### config.mk
export PLATFORM = sky130hd
export DESIGN_NAME = alu_addsub_pipe
export DESIGN_NICKNAME = d
export VERILOG_FILES = /design/src/rtl/alu_addsub_pipe_pkg.sv /design/src/rtl/alu_addsub_slice.sv /design/src/rtl/alu_addsub_pipe.sv
export SDC_FILE = /design/constraint.sdc
export NUM_CORES = 1
export LEC_CHECK = 0
export ABC_AREA = 1
export ABC_CLOCK_PERIOD_IN_PS = 4800
export BUFFER_PORTS_ARGS = -buffer_cell sky130_fd_sc_hd__buf_2
export CAP_MARGIN = 15
export CORE_ASPECT_RATIO = 0.75
export CORE_MARGIN = 4
export CORE_UTILIZATION = 28
export CTS_CLUSTER_SIZE = 16
export DETAILED_ROUTE_END_ITERATION = 10
export PLACE_DENSITY = 0.54
export SYNTH_ARGS = -nofsm -noshare
export SYNTH_HDL_FRONTEND = slang
export SYNTH_SLANG_ARGS = --single-unit
### constraint.sdc
create_clock -name clk -period 4.8 [get_ports clk]
set_input_delay 0.24 -clock clk [delete_from_list [all_inputs] [get_ports clk]]
set_output_delay 0.24 -clock clk [all_outputs]
set_load 0.03 [all_outputs]
### src/rtl/alu_addsub_pipe_pkg.sv
// Shared ALU control definitions: op encodings and decode helpers for the add/sub datapath.
// op[1] selects subtract, op[0] selects unsigned (overflow suppressed).
package alu_addsub_pipe_pkg;

  localparam int ALU_OP_W = 2;

  typedef enum logic [ALU_OP_W-1:0] {
    ALU_ADD  = 2'b00,
    ALU_ADDU = 2'b01,
    ALU_SUB  = 2'b10,
    ALU_SUBU = 2'b11
  } alu_op_e;

  function automatic logic op_is_sub(input logic [ALU_OP_W-1:0] op);
    return op[1];
  endfunction

  function automatic logic op_is_signed(input logic [ALU_OP_W-1:0] op);
    return ~op[0];
  endfunction

endpackage

### src/rtl/alu_addsub_slice.sv
// Slice-width ripple adder used by one pipeline stage.
// Latency: combinational. Backpressure: none, pure datapath.
module alu_addsub_slice
  import alu_addsub_pipe_pkg::*;
#(
  parameter int W = 8
) (
  input  logic [W-1:0] a,
  input  logic [W-1:0] b,
  input  logic         cin,
  output logic [W-1:0] sum,
  output logic         cout,
  output logic         cmsb
);

  assign {cout, sum} = {1'b0, a} + {1'b0, b} + {{W{1'b0}}, cin};

  // Carry into the MSB recovered from the MSB sum bit; feeds signed overflow.
  assign cmsb = a[W-1] ^ b[W-1] ^ sum[W-1];

endmodule

### src/rtl/alu_addsub_pipe.sv
// Pipelined add/sub: one WIDTH/STAGES slice per stage, carry rippled through stage registers.
// Latency: STAGES cycles from acceptance to out_valid. Backpressure: whole pipe stalls when
// out_valid && !out_ready; in_ready mirrors the advance enable.
module alu_addsub_pipe
  import alu_addsub_pipe_pkg::*;
#(
  parameter int WIDTH  = 32,
  parameter int STAGES = 4,
  parameter int TAG_W  = 4
) (
  input  logic             clk,
  input  logic             rst_n,
  input  logic             in_valid,
  output logic             in_ready,
  input  logic [WIDTH-1:0] a,
  input  logic [WIDTH-1:0] b,
  input  logic [1:0]       op,
  input  logic [TAG_W-1:0] in_tag,
  output logic             out_valid,
  input  logic             out_ready,
  output logic [WIDTH-1:0] y,
  output logic             carry,
  output logic             ovf,
  output logic             zero,
  output logic [TAG_W-1:0] out_tag
);

  localparam int SW = WIDTH / STAGES;

  logic en;

  assign en       = !out_valid || out_ready;
  assign in_ready = en;

  genvar k;
  for (k = 0; k < STAGES; k++) begin : g_st
    logic [WIDTH-1:0] a_i, b_i, sum_i, sum_n;
    logic             c_i, vld_i, sgn_i;
    logic [TAG_W-1:0] tag_i;
    logic [SW-1:0]    s_sum;
    logic             s_cout, s_cmsb;
    logic [WIDTH-1:0] a_q, b_q, sum_q;
    logic             c_q, m_q, vld_q, sgn_q;
    logic [TAG_W-1:0] tag_q;
    logic             unused_q;

    // Stage 0 folds the subtract into operand inversion plus carry-in.
    if (k == 0) begin : g_src
      assign a_i   = a;
      assign b_i   = op_is_sub(op) ? ~b : b;
      assign c_i   = op_is_sub(op);
      assign vld_i = in_valid;
      assign sgn_i = op_is_signed(op);
      assign tag_i = in_tag;
      assign sum_i = '0;
    end else begin : g_src
      assign a_i   = g_st[k-1].a_q;
      assign b_i   = g_st[k-1].b_q;
      assign c_i   = g_st[k-1].c_q;
      assign vld_i = g_st[k-1].vld_q;
      assign sgn_i = g_st[k-1].sgn_q;
      assign tag_i = g_st[k-1].tag_q;
      assign sum_i = g_st[k-1].sum_q;
    end

    alu_addsub_slice #(.W(SW)) u_slice (
      .a    (a_i[k*SW +: SW]),
      .b    (b_i[k*SW +: SW]),
      .cin  (c_i),
      .sum  (s_sum),
      .cout (s_cout),
      .cmsb (s_cmsb)
    );

    always_comb begin
      sum_n               = sum_i;
      sum_n[k*SW +: SW]   = s_sum;
    end

    always_ff @(posedge clk or negedge rst_n) begin
      if (!rst_n) begin
        a_q   <= '0;
        b_q   <= '0;
        sum_q <= '0;
        c_q   <= 1'b0;
        m_q   <= 1'b0;
        vld_q <= 1'b0;
        sgn_q <= 1'b0;
        tag_q <= '0;
      end else if (en) begin
        a_q   <= a_i;
        b_q   <= b_i;
        sum_q <= sum_n;
        c_q   <= s_cout;
        m_q   <= s_cmsb;
        vld_q <= vld_i;
        sgn_q <= sgn_i;
        tag_q <= tag_i;
      end
    end

    // Operand copies past the last stage and intermediate MSB carries have no consumer.
    assign unused_q = ^{a_q, b_q, m_q};
  end

  assign out_valid = g_st[STAGES-1].vld_q;
  assign y         = g_st[STAGES-1].sum_q;
  assign carry     = g_st[STAGES-1].c_q;
  assign ovf       = g_st[STAGES-1].sgn_q & (g_st[STAGES-1].m_q ^ g_st[STAGES-1].c_q);
  assign zero      = ~|y;
  assign out_tag   = g_st[STAGES-1].tag_q;

endmodule

==> results of run 1 <==
==> where the power goes <==
part / switching (uW) / total, uW / internal [uW]
clock: 675 / 1670 / 999
combinational: 1790 / 2740 / 957
sequential: 431 / 2920 / 2490
total: 2890 / 7340 / 4450
==> worst min-delay path: stages <==
cell and delay (ns):
buf_2 0.09, xnor2_1 0.10, o21ai_0 0.06
==> registers in the layout, summed over array words and instances, names as in the netlist <==
signal / count
g_st.a_q: 48
g_st.b_q: 48
g_st.sum_q: 48
y: 32
g_st.tag_q: 12
g_st.sgn_q: 4
out_tag: 4
g_st.c_q: 3
g_st.vld_q: 3
carry: 1
g_st.m_q: 1
out_valid: 1
==> kinds of logic after synthesis <==
logic type / Yosys count / share of synthesized area
buffers and inverters: 118 / 0.0574
adder cells (fa/ha/maj): 35 / 0.0530
flip-flops: 205 / 0.554
XOR/XNOR: 40 / 0.0378
AO/OA/AOI/OAI: 143 / 0.0791
AND/OR/NAND/NOR: 513 / 0.219
==> what timing repair did <==
item                                   CTS  global route
buffers inserted                         0             0
hold buffers                            31             0
endpoints found under the hold margin  120             0
==> metal layers <==
layer	vias to the layer above	part of all wire	track usage	routed length [um]
met5	-	0.00033	0	7
met4	2	0.021	0.0264	443
met3	30	0.050	0.0269	1060
met2	98	0.43	0.178	9000
met1	3251	0.50	0.171	10600
li1	3582	-	-	-
==> worst min path at each step <==
stage / startpoint / endpoint / slack (ns)
final: b[19] / g_st[0].b_q[19] / 0.03
after global routing: b[8] / g_st[0].b_q[8] / 0.01
after CTS: b[22] / g_st[0].b_q[22] / 0.006
after detailed placement: rst_n / g_st[0].tag_q[3] / 0.36
after global placement: rst_n / g_st[0].tag_q[3] / 0.36
after floorplan: rst_n / carry / -0.06
==> area by class of cell <==
cell class	count	area (sq um)
flip-flops and latches	205	5130
fillers	3435	21300
clock buffers	34	657
repair buffers	149	945
clock inverters	5	60.1
inverters	69	264
well taps	442	553
multi-input cells	731	3600
==> stage by stage <==
stage	instances	area, sq um	total power (uW)	hold slack, ns
after floorplan	1054	9260	4940	-0.0556
after global placement	1565	10200	5670	0.363
after detailed placement	1565	10200	5720	0.357
after CTS	1635	11200	7480	0.00645
after global routing	1635	11200	8040	0.0120
final	1635	11200	7340	0.0299
==> synth_stat cells (all sizes together) <==
cell | count | area, sq um
xor2 | 6 | 52.6
or2 | 2 | 12.5
clkbuf | 8 | 30.0
nand3 | 29 | 145
xnor2 | 34 | 298
inv | 69 | 259
o21a | 2 | 15.0
nor4 | 8 | 50.1
nor2 | 19 | 73.8
fa | 7 | 140
nand3b | 5 | 37.5
a21o | 3 | 22.5
o21ai | 115 | 576
buf | 41 | 243
a21oi | 20 | 100
dfrtp | 205 | 5130
a31oi | 3 | 18.8
nand2 | 444 | 1670
ha | 28 | 350
nand4 | 6 | 37.5
==> results.py, run 1 <==
metrics = {
    "place": {
        "dp_hpwl_mm": 14.1,
        "gp_congestion": 0.780,
        "io_buffer_count": 114,
        "pre_cts_ws_ns": 2.33,
    },
    "routing": {
        "dr.pass1.iters": 4,
        "drcViolationCount": 0,
        "drt_iter0_drc": 398,
        "finalWirelength_mm": 21.1,
        "dr_total_vias": 6963,
        "vias_per_cell": 4.26,
        "wire_per_inst_um": 12.9,
        "ant_nets": 0,
    },
    "synth": {
        "synth_cells": 1054,
        "yosysSeqAreaShare": 0.554,
        "syn-cell-area_sq_mm": 0.00926,
        "yosysWarnings": 0,
        "synth_cell_types": 25,
        "synth_area_per_cell_sq_um": 8.78,
        "ys_ff_latch": 205,
        "synth_nets": 1163,
    },
    "floorplan": {
        "core_sq_mm": 0.0325,
        "die_h_um": 165,
        "dieArea_sq_mm": 0.0361,
        "die_w_um": 218,
        "initial_core_util": 0.285,
        "rows": 57,
        "pin_count": 115,
    },
    "worst_hold_path": {
        "hp-class": "in2reg",
        "hold_depth": 3,
    },
    "setup_path": {
        "r2r-start": "out_valid",
        "cp_cell_sequence": "inv_1, nor2_4, buf_4, inv_6, buf_2",
        "crit_family": "buffers and inverters",
        "crit_path_max_incr_delay_ns": 0.65,
        "cp_num_buf_inv": 4,
        "path_depth": 5,
        "reg2reg_to": "g_st[1].sum_q[14]",
        "crit_type": "reg2out",
        "cp-startpoint": "out_valid",
        "end_kind": "output port",
        "cp-start-kind": "flip-flop",
        "crit_fanout": 116,
        "critPathArrivalTime_ns": 2.28,
        "crit_end": "in_ready",
        "reg2reg_depth": 7,
        "worstPathRequired_ns": 4.56,
        "reg2reg_slack_ns": 2.36,
        "worst_path_max_delay_cell": "inv_6",
    },
    "power_and_ir_drop": {
        "pwr_density_cell_mw_per_mm2": 655,
        "vdd_drop_max_mv": 0.242,
        "power.leakage_uw": 0.00563,
    },
    "timing": {
        "fmax_ghz": 0.397,
        "post-route-min-period_ns": 2.52,
        "finalMaxSlewViolations": 0,
        "max_slew_margin": 0.367,
        "tightest_slew_ns": 0.949,
        "fin_ws_ns": 2.28,
        "hold_viol": 0,
        "grt_setup_unrepaired": "false",
        "period_share": 0.525,
        "clock_skew_ns": 0.0146,
        "tns_ns": 0,
        "setup_violations": 0,
    },
    "global_route": {
        "antenna_found_initial": 1,
        "grt_max_degree": 188,
        "grt_pass1_wl_mm": 35.1,
        "overflow": 0,
        "track_usage": 0.117,
        "grt_pass1_vias": 6818,
    },
    "clock_network": {
        "clock_latency_ns": 0.50,
        "root_buffer": "clkbuf_16",
        "cts-resized-gates": 0,
        "cts_tree": "done",
        "cts.htree.levels": 1,
        "clockBufferDepth": 3,
        "cts_sinks": 205,
        "cts_made_buffers": 23,
        "clk_pin_slew_ns": 0.06,
    },
    "finish": {
        "layout_commonest_cell": "nand2_1",
        "n_antenna_cell": 0,
        "finish.utilization": 0.345,
        "drive_gt1_frac": 0.129,
        "area_growth_syn_to_layout_pct": 21.1,
        "final_cell_mix": "nand2_1 (444), dfrtp_1 (205), buf_2 (113)",
        "nets": 1288,
    },
    "run_status": {
        "status": "complete, no violations",
    },
    "job": {
        "maxCapViolations": 0,
    },
}
(Power assumes the default switching activity.)
==> run 2, diff against run 1 <==
--- a/config.mk
+++ b/config.mk
@@ -6,7 +6,7 @@
 export NUM_CORES = 1
 export LEC_CHECK = 0
 export ABC_AREA = 1
-export ABC_CLOCK_PERIOD_IN_PS = 4800
+export ABC_CLOCK_PERIOD_IN_PS = 2400
 export BUFFER_PORTS_ARGS = -buffer_cell sky130_fd_sc_hd__buf_2
 export CAP_MARGIN = 15
 export CORE_ASPECT_RATIO = 0.75
==> constraint.sdc (replaced) <==
create_clock -name clk -period 2.4 [get_ports clk]
set_input_delay 0.12 -clock clk [delete_from_list [all_inputs] [get_ports clk]]
set_output_delay 0.12 -clock clk [all_outputs]
set_load 0.03 [all_outputs]
==> results.py, run 2 (synthesis gave the netlist of run 1 again) <==
metrics = {
    "run_status": {
        "status": "complete, no violations",
    },
    "floorplan": {
        "die_h_um": 165,
        "die_w_um": 218,
        "core_sq_mm": 0.0325,
        "initial_core_util": 0.285,
        "rows": 57,
        "pin_count": 115,
        "dieArea_sq_mm": 0.0361,
    },
    "setup_path": {
        "crit_type": "reg2out",
        "worstPathRequired_ns": 2.28,
        "crit_fanout": 3,
        "cp-start-kind": "flip-flop",
        "end_kind": "output port",
        "critPathArrivalTime_ns": 1.98,
    },
    "global_route": {
        "antenna_found_initial": 0,
        "overflow": 0,
        "track_usage": 0.121,
        "grt_pass1_wl_mm": 35.9,
        "grt_pass1_vias": 6876,
        "grt_max_degree": 77,
    },
    "routing": {
        "drcViolationCount": 0,
        "vias_per_cell": 4.20,
        "dr_total_vias": 7022,
        "ant_nets": 0,
        "dr.pass1.iters": 4,
        "finalWirelength_mm": 21.5,
        "dr_wl_met2_mm": 9.05,
        "wl_met1_mm": 11.1,
        "met3_length_um": 978,
        "top_layer": "met4",
        "drt_iter0_drc": 387,
        "wire_per_inst_um": 12.9,
    },
    "timing": {
        "post-route-min-period_ns": 2.10,
        "setup_violations": 0,
        "fmax_ghz": 0.476,
        "max_slew_margin": 0.663,
        "tightest_slew_ns": 0.505,
        "clock_skew_ns": 0.0266,
        "period_share": 0.875,
        "finalMaxSlewViolations": 0,
        "grt_setup_unrepaired": "false",
        "tns_ns": 0,
        "hold_viol": 0,
    },
    "place": {
        "io_buffer_count": 114,
        "dp_hpwl_mm": 14.5,
        "placed_cells": 1575,
        "gp_congestion": 0.774,
    },
    "clock_network": {
        "cts_made_buffers": 23,
        "root_buffer": "clkbuf_16",
        "cts_sinks": 205,
        "clock_latency_ns": 0.52,
        "cts.htree.levels": 1,
        "clockBufferDepth": 3,
        "clk_pin_slew_ns": 0.06,
        "cts_tree": "done",
        "post-cts-setup-buffer-count": 0,
    },
    "finish": {
        "layout_commonest_cell": "nand2_1",
        "fin_cells": 1671,
        "nets": 1323,
        "n_fill_cell": 3388,
        "n_antenna_cell": 0,
        "final_cell_mix": "nand2_1 (444), dfrtp_1 (205), buf_2 (113)",
        "drive_gt1_frac": 0.138,
        "finish.utilization": 0.358,
        "area_growth_syn_to_layout_pct": 25.8,
        "top_regs": "g_st.a_q: 48 flops, g_st.b_q: 48 flops, g_st.sum_q: 48 flops",
    },
    "power_and_ir_drop": {
        "pwr_density_cell_mw_per_mm2": 1300,
        "power_uw": 15100,
        "power.leakage_uw": 0.00584,
        "vdd_drop_max_mv": 0.519,
    },
    "worst_hold_path": {
        "hp-class": "in2reg",
    },
    "job": {
        "maxCapViolations": 0,
    },
}
-- run 2: changes by cell type in the layout (fill, tap and decap cells not counted), sizes merged --
cell | before | now
bufinv | 1 | 2
clkinvlp | 0 | 1
clkinv | 2 | 3
inv | 71 | 70
buf | 117 | 127
clkbuf | 35 | 34
dlygate4sd3 | 31 | 56
-- run 2: area by class of cell --
class / count / area (sq um) / share of cell area
multi-input cells: 731 / 3610 / 0.310
well taps: 442 / 553 / 0.0475
clock buffers: 33 / 683 / 0.0587
repair buffers: 184 / 1310 / 0.112
inverters: 69 / 264 / 0.0227
flip-flops and latches: 205 / 5130 / 0.440
clock inverters: 7 / 103 / 0.00881
-- run 2: routing by layer --
layer / track usage / vias to the layer above
met1: 0.181 / 3232
met4: 0.0281 / 0
li1: - / 3665
met2: 0.178 / 95
met5: 0 / -
met3: 0.0262 / 30
-- run 2: power by group --
group	switching, uW	total [uW]	leakage (uW)	internal (uW)
Clock	1410	3600	0.000387	2200
Combinational	3630	5650	0.00297	2020
Sequential	854	5840	0.00248	4980
Total	5900	15100	0.00584	9200
-- run 2: timing repair --
action	4_1_cts	5_1_grt
setup endpoints to repair	0	1
hold endpoints to repair	113	0
hold buffers	56	0
gates resized for setup	0	1
-- run 2: critical path: stages, from the launching register on --
cell and delay, ns:
dfrtp_1 0.41, nor4_2 0.34, buf_4 0.19, nand4_1 0.19
nor2_1 0.15, buf_2 0.20
-- run 2: metrics by stage --
| stage | worst slack, ns | hold WS [ns] | instance area, sq um |
|---|---|---|---|
| 6_report | 0.301 | 0.0376 | 11600 |
| 5_1_grt | 0.0845 | 0.0610 | 11600 |
| 4_1_cts | 0.0641 | 0.00541 | 11600 |
| 3_5_place_dp | 0.522 | 0.126 | 10300 |
| 3_3_place_gp | 0.531 | 0.123 | 10300 |
| 2_1_floorplan | 0.633 | -0.176 | 9260 |
-- run 2: path summary, 6_finish.rpt --
| path | start | to | slack [ns] | depth (start not counted) |
|---|---|---|---|---|
| min in group asynchronous | rst_n | g_st[3].sgn_q | 0.12 | 2 |
| setup reg to reg | g_st[2].a_q[24] | y[30] | 0.51 | 8 |
| max in group asynchronous | rst_n | y[9] | 1.47 | 3 |
| hold / removal | b[8] | g_st[0].b_q[8] | 0.04 | 3 |
| setup / recovery | y[29] | zero | 0.30 | 5 |
| hold reg to reg | g_st[0].a_q[19] | g_st[1].a_q[19] | 0.46 | 2 |
==> run 3, diff against run 2 <==
--- a/config.mk
+++ b/config.mk
@@ -12,9 +12,12 @@
 export CORE_ASPECT_RATIO = 0.75
 export CORE_MARGIN = 4
 export CORE_UTILIZATION = 28
+export CTS_CLUSTER_DIAMETER = 40
 export CTS_CLUSTER_SIZE = 16
 export DETAILED_ROUTE_END_ITERATION = 10
+export HOLD_SLACK_MARGIN = 0.06
 export PLACE_DENSITY = 0.54
+export SLEW_MARGIN = 20
 export SYNTH_ARGS = -nofsm -noshare
 export SYNTH_HDL_FRONTEND = slang
 export SYNTH_SLANG_ARGS = --single-unit
==> results.py, run 3 (synthesis gave the netlist of run 1 again) <==
metrics = {
    "routing": {
        "drcViolationCount": 0,
        "finalWirelength_mm": 21.7,
        "drt_iter0_drc": 392,
        "wire_per_inst_um": 12.8,
        "dr.pass1.iters": 4,
        "dr_total_vias": 7055,
        "vias_per_cell": 4.17,
        "ant_nets": 0,
    },
    "setup_path": {
        "crit_fanout": 3,
        "r2r-start": "g_st[2].a_q[24]",
        "reg2reg_to": "y[30]",
        "cp_cell_sequence": "nor4_2, buf_4, nand4_1, nor2_1, buf_2",
        "cp-start-kind": "flip-flop",
        "crit_path_max_incr_delay_ns": 0.41,
        "end_kind": "output port",
        "worst_path_max_delay_cell": "dfrtp_1",
        "worstPathRequired_ns": 2.28,
        "crit_type": "reg2out",
        "critPathArrivalTime_ns": 2.01,
        "reg2reg_slack_ns": 0.52,
        "reg2reg_depth": 8,
    },
    "clock_network": {
        "cts_made_buffers": 30,
        "cts_tree": "done",
        "post-cts-setup-buffer-count": 0,
        "clock_latency_ns": 0.56,
        "cts_sinks": 205,
        "clockBufferDepth": 3,
        "cts.htree.levels": 1,
        "root_buffer": "clkbuf_16",
        "clk_pin_slew_ns": 0.06,
    },
    "finish": {
        "fin_cells": 1690,
        "drive_gt1_frac": 0.148,
        "nets": 1334,
        "area_growth_syn_to_layout_pct": 28.5,
        "n_antenna_cell": 0,
        "top_regs": "g_st.a_q: 48 flops, g_st.b_q: 48 flops, g_st.sum_q: 48 flops",
        "final_cell_mix": "nand2_1 (444), dfrtp_1 (205), buf_2 (113)",
        "layout_commonest_cell": "nand2_1",
    },
    "power_and_ir_drop": {
        "netSwitchingFraction": 0.391,
        "share_comb_of_total_power": 0.359,
        "p_int_uw": 9570,
        "power_frac_seq": 0.371,
        "clock_power_share": 0.269,
        "power.leakage_uw": 0.00594,
        "pwr_density_cell_mw_per_mm2": 1320,
        "vdd_drop_max_mv": 0.553,
        "p_switching_uw": 6140,
    },
    "run_status": {
        "status": "complete, no violations",
    },
    "floorplan": {
        "pin_count": 115,
        "initial_core_util": 0.285,
        "dieArea_sq_mm": 0.0361,
        "die_w_um": 218,
        "core_sq_mm": 0.0325,
        "die_h_um": 165,
        "rows": 57,
    },
    "timing": {
        "tns_ns": 0,
        "max_slew_margin": 0.669,
        "period_share": 0.888,
        "clock_skew_ns": 0.0228,
        "grt_setup_unrepaired": "false",
        "tightest_slew_ns": 0.496,
        "fmax_ghz": 0.469,
        "post-route-min-period_ns": 2.13,
        "hold_viol": 0,
        "setup_violations": 0,
        "finalMaxSlewViolations": 0,
    },
    "global_route": {
        "overflow": 0,
        "antenna_found_initial": 0,
        "grt_max_degree": 77,
        "grt_pass1_wl_mm": 36.3,
        "track_usage": 0.122,
        "grt_pass1_vias": 7043,
    },
    "place": {
        "gp_congestion": 0.774,
        "dp_hpwl_mm": 14.5,
        "placed_cells": 1575,
        "io_buffer_count": 114,
    },
    "worst_hold_path": {
        "hp-class": "in2async",
    },
    "job": {
        "maxCapViolations": 0,
    },
}
run 3: how the worst max path moves through the flow:
| stage | start | end | slack [ns] | cells past startpoint |
|---|---|---|---|---|
| after CTS | y[29] | zero | 0.02 | 5 |
| after floorplan | g_st[0].a_q[8] | g_st[1].sum_q[14] | 0.63 | 8 |
| after global routing | y[29] | zero | 0.04 | 5 |
| after global placement | g_st[2].a_q[24] | y[30] | 0.53 | 8 |
| after detailed placement | g_st[0].a_q[8] | g_st[1].sum_q[14] | 0.52 | 8 |
| final | y[29] | zero | 0.27 | 5 |
run 3: per-layer routing:
layer / GRT usage / routed length [um]
met4: 0.0319 / 504
met3: 0.0284 / 939
met1: 0.181 / 11200
met5: 0 / 0
met2: 0.180 / 9070
run 3: timing repair:
item                                    CTS  global route
hold buffers                             60             0
resized for setup                         0             1
endpoints found under the hold margin   263             0
endpoints found under the setup margin    0             1
run 3: critical path, delay by kind of cell, from the launching register on:
kind,cells,cell delay [ns]
buf+inv,2,0.39
flops,1,0.41
simple gates,3,0.68
run 3: power by group through the flow:
| stage | clock network [uW] | registers (uW) | logic [uW] |
|---|---|---|---|
| floorplan | 0 | 6300 | 3580 |
| global placement | 0 | 5890 | 5540 |
| detailed placement | 0 | 5900 | 5650 |
| CTS | 4380 | 5860 | 5750 |
| global route | 4550 | 6060 | 6540 |
| finish | 4230 | 5840 | 5650 |
run 3: layout make-up:
type,count,area (sq um)
repair buffers,188,1350
multi-input cells,731,3610
clock buffers,37,817
clock inverters,18,181
well taps,442,553
flip-flops and latches,205,5130
inverters,69,264
fillers,3378,20600
run 3: stage by stage:
| stage | setup slack (ns) | total power (uW) | util | hold WS (ns) | cell area (sq um) |
|---|---|---|---|---|---|
| floorplan | 0.633 | 9890 | - | -0.176 | 9260 |
| global placement | 0.531 | 11400 | 0.317 | 0.123 | 10300 |
| detailed placement | 0.522 | 11500 | 0.317 | 0.126 | 10300 |
| CTS | 0.0228 | 16000 | 0.366 | 0.0753 | 11900 |
| global route | 0.0435 | 17200 | 0.366 | 0.105 | 11900 |
| finish | 0.270 | 15700 | 0.366 | 0.105 | 11900 |
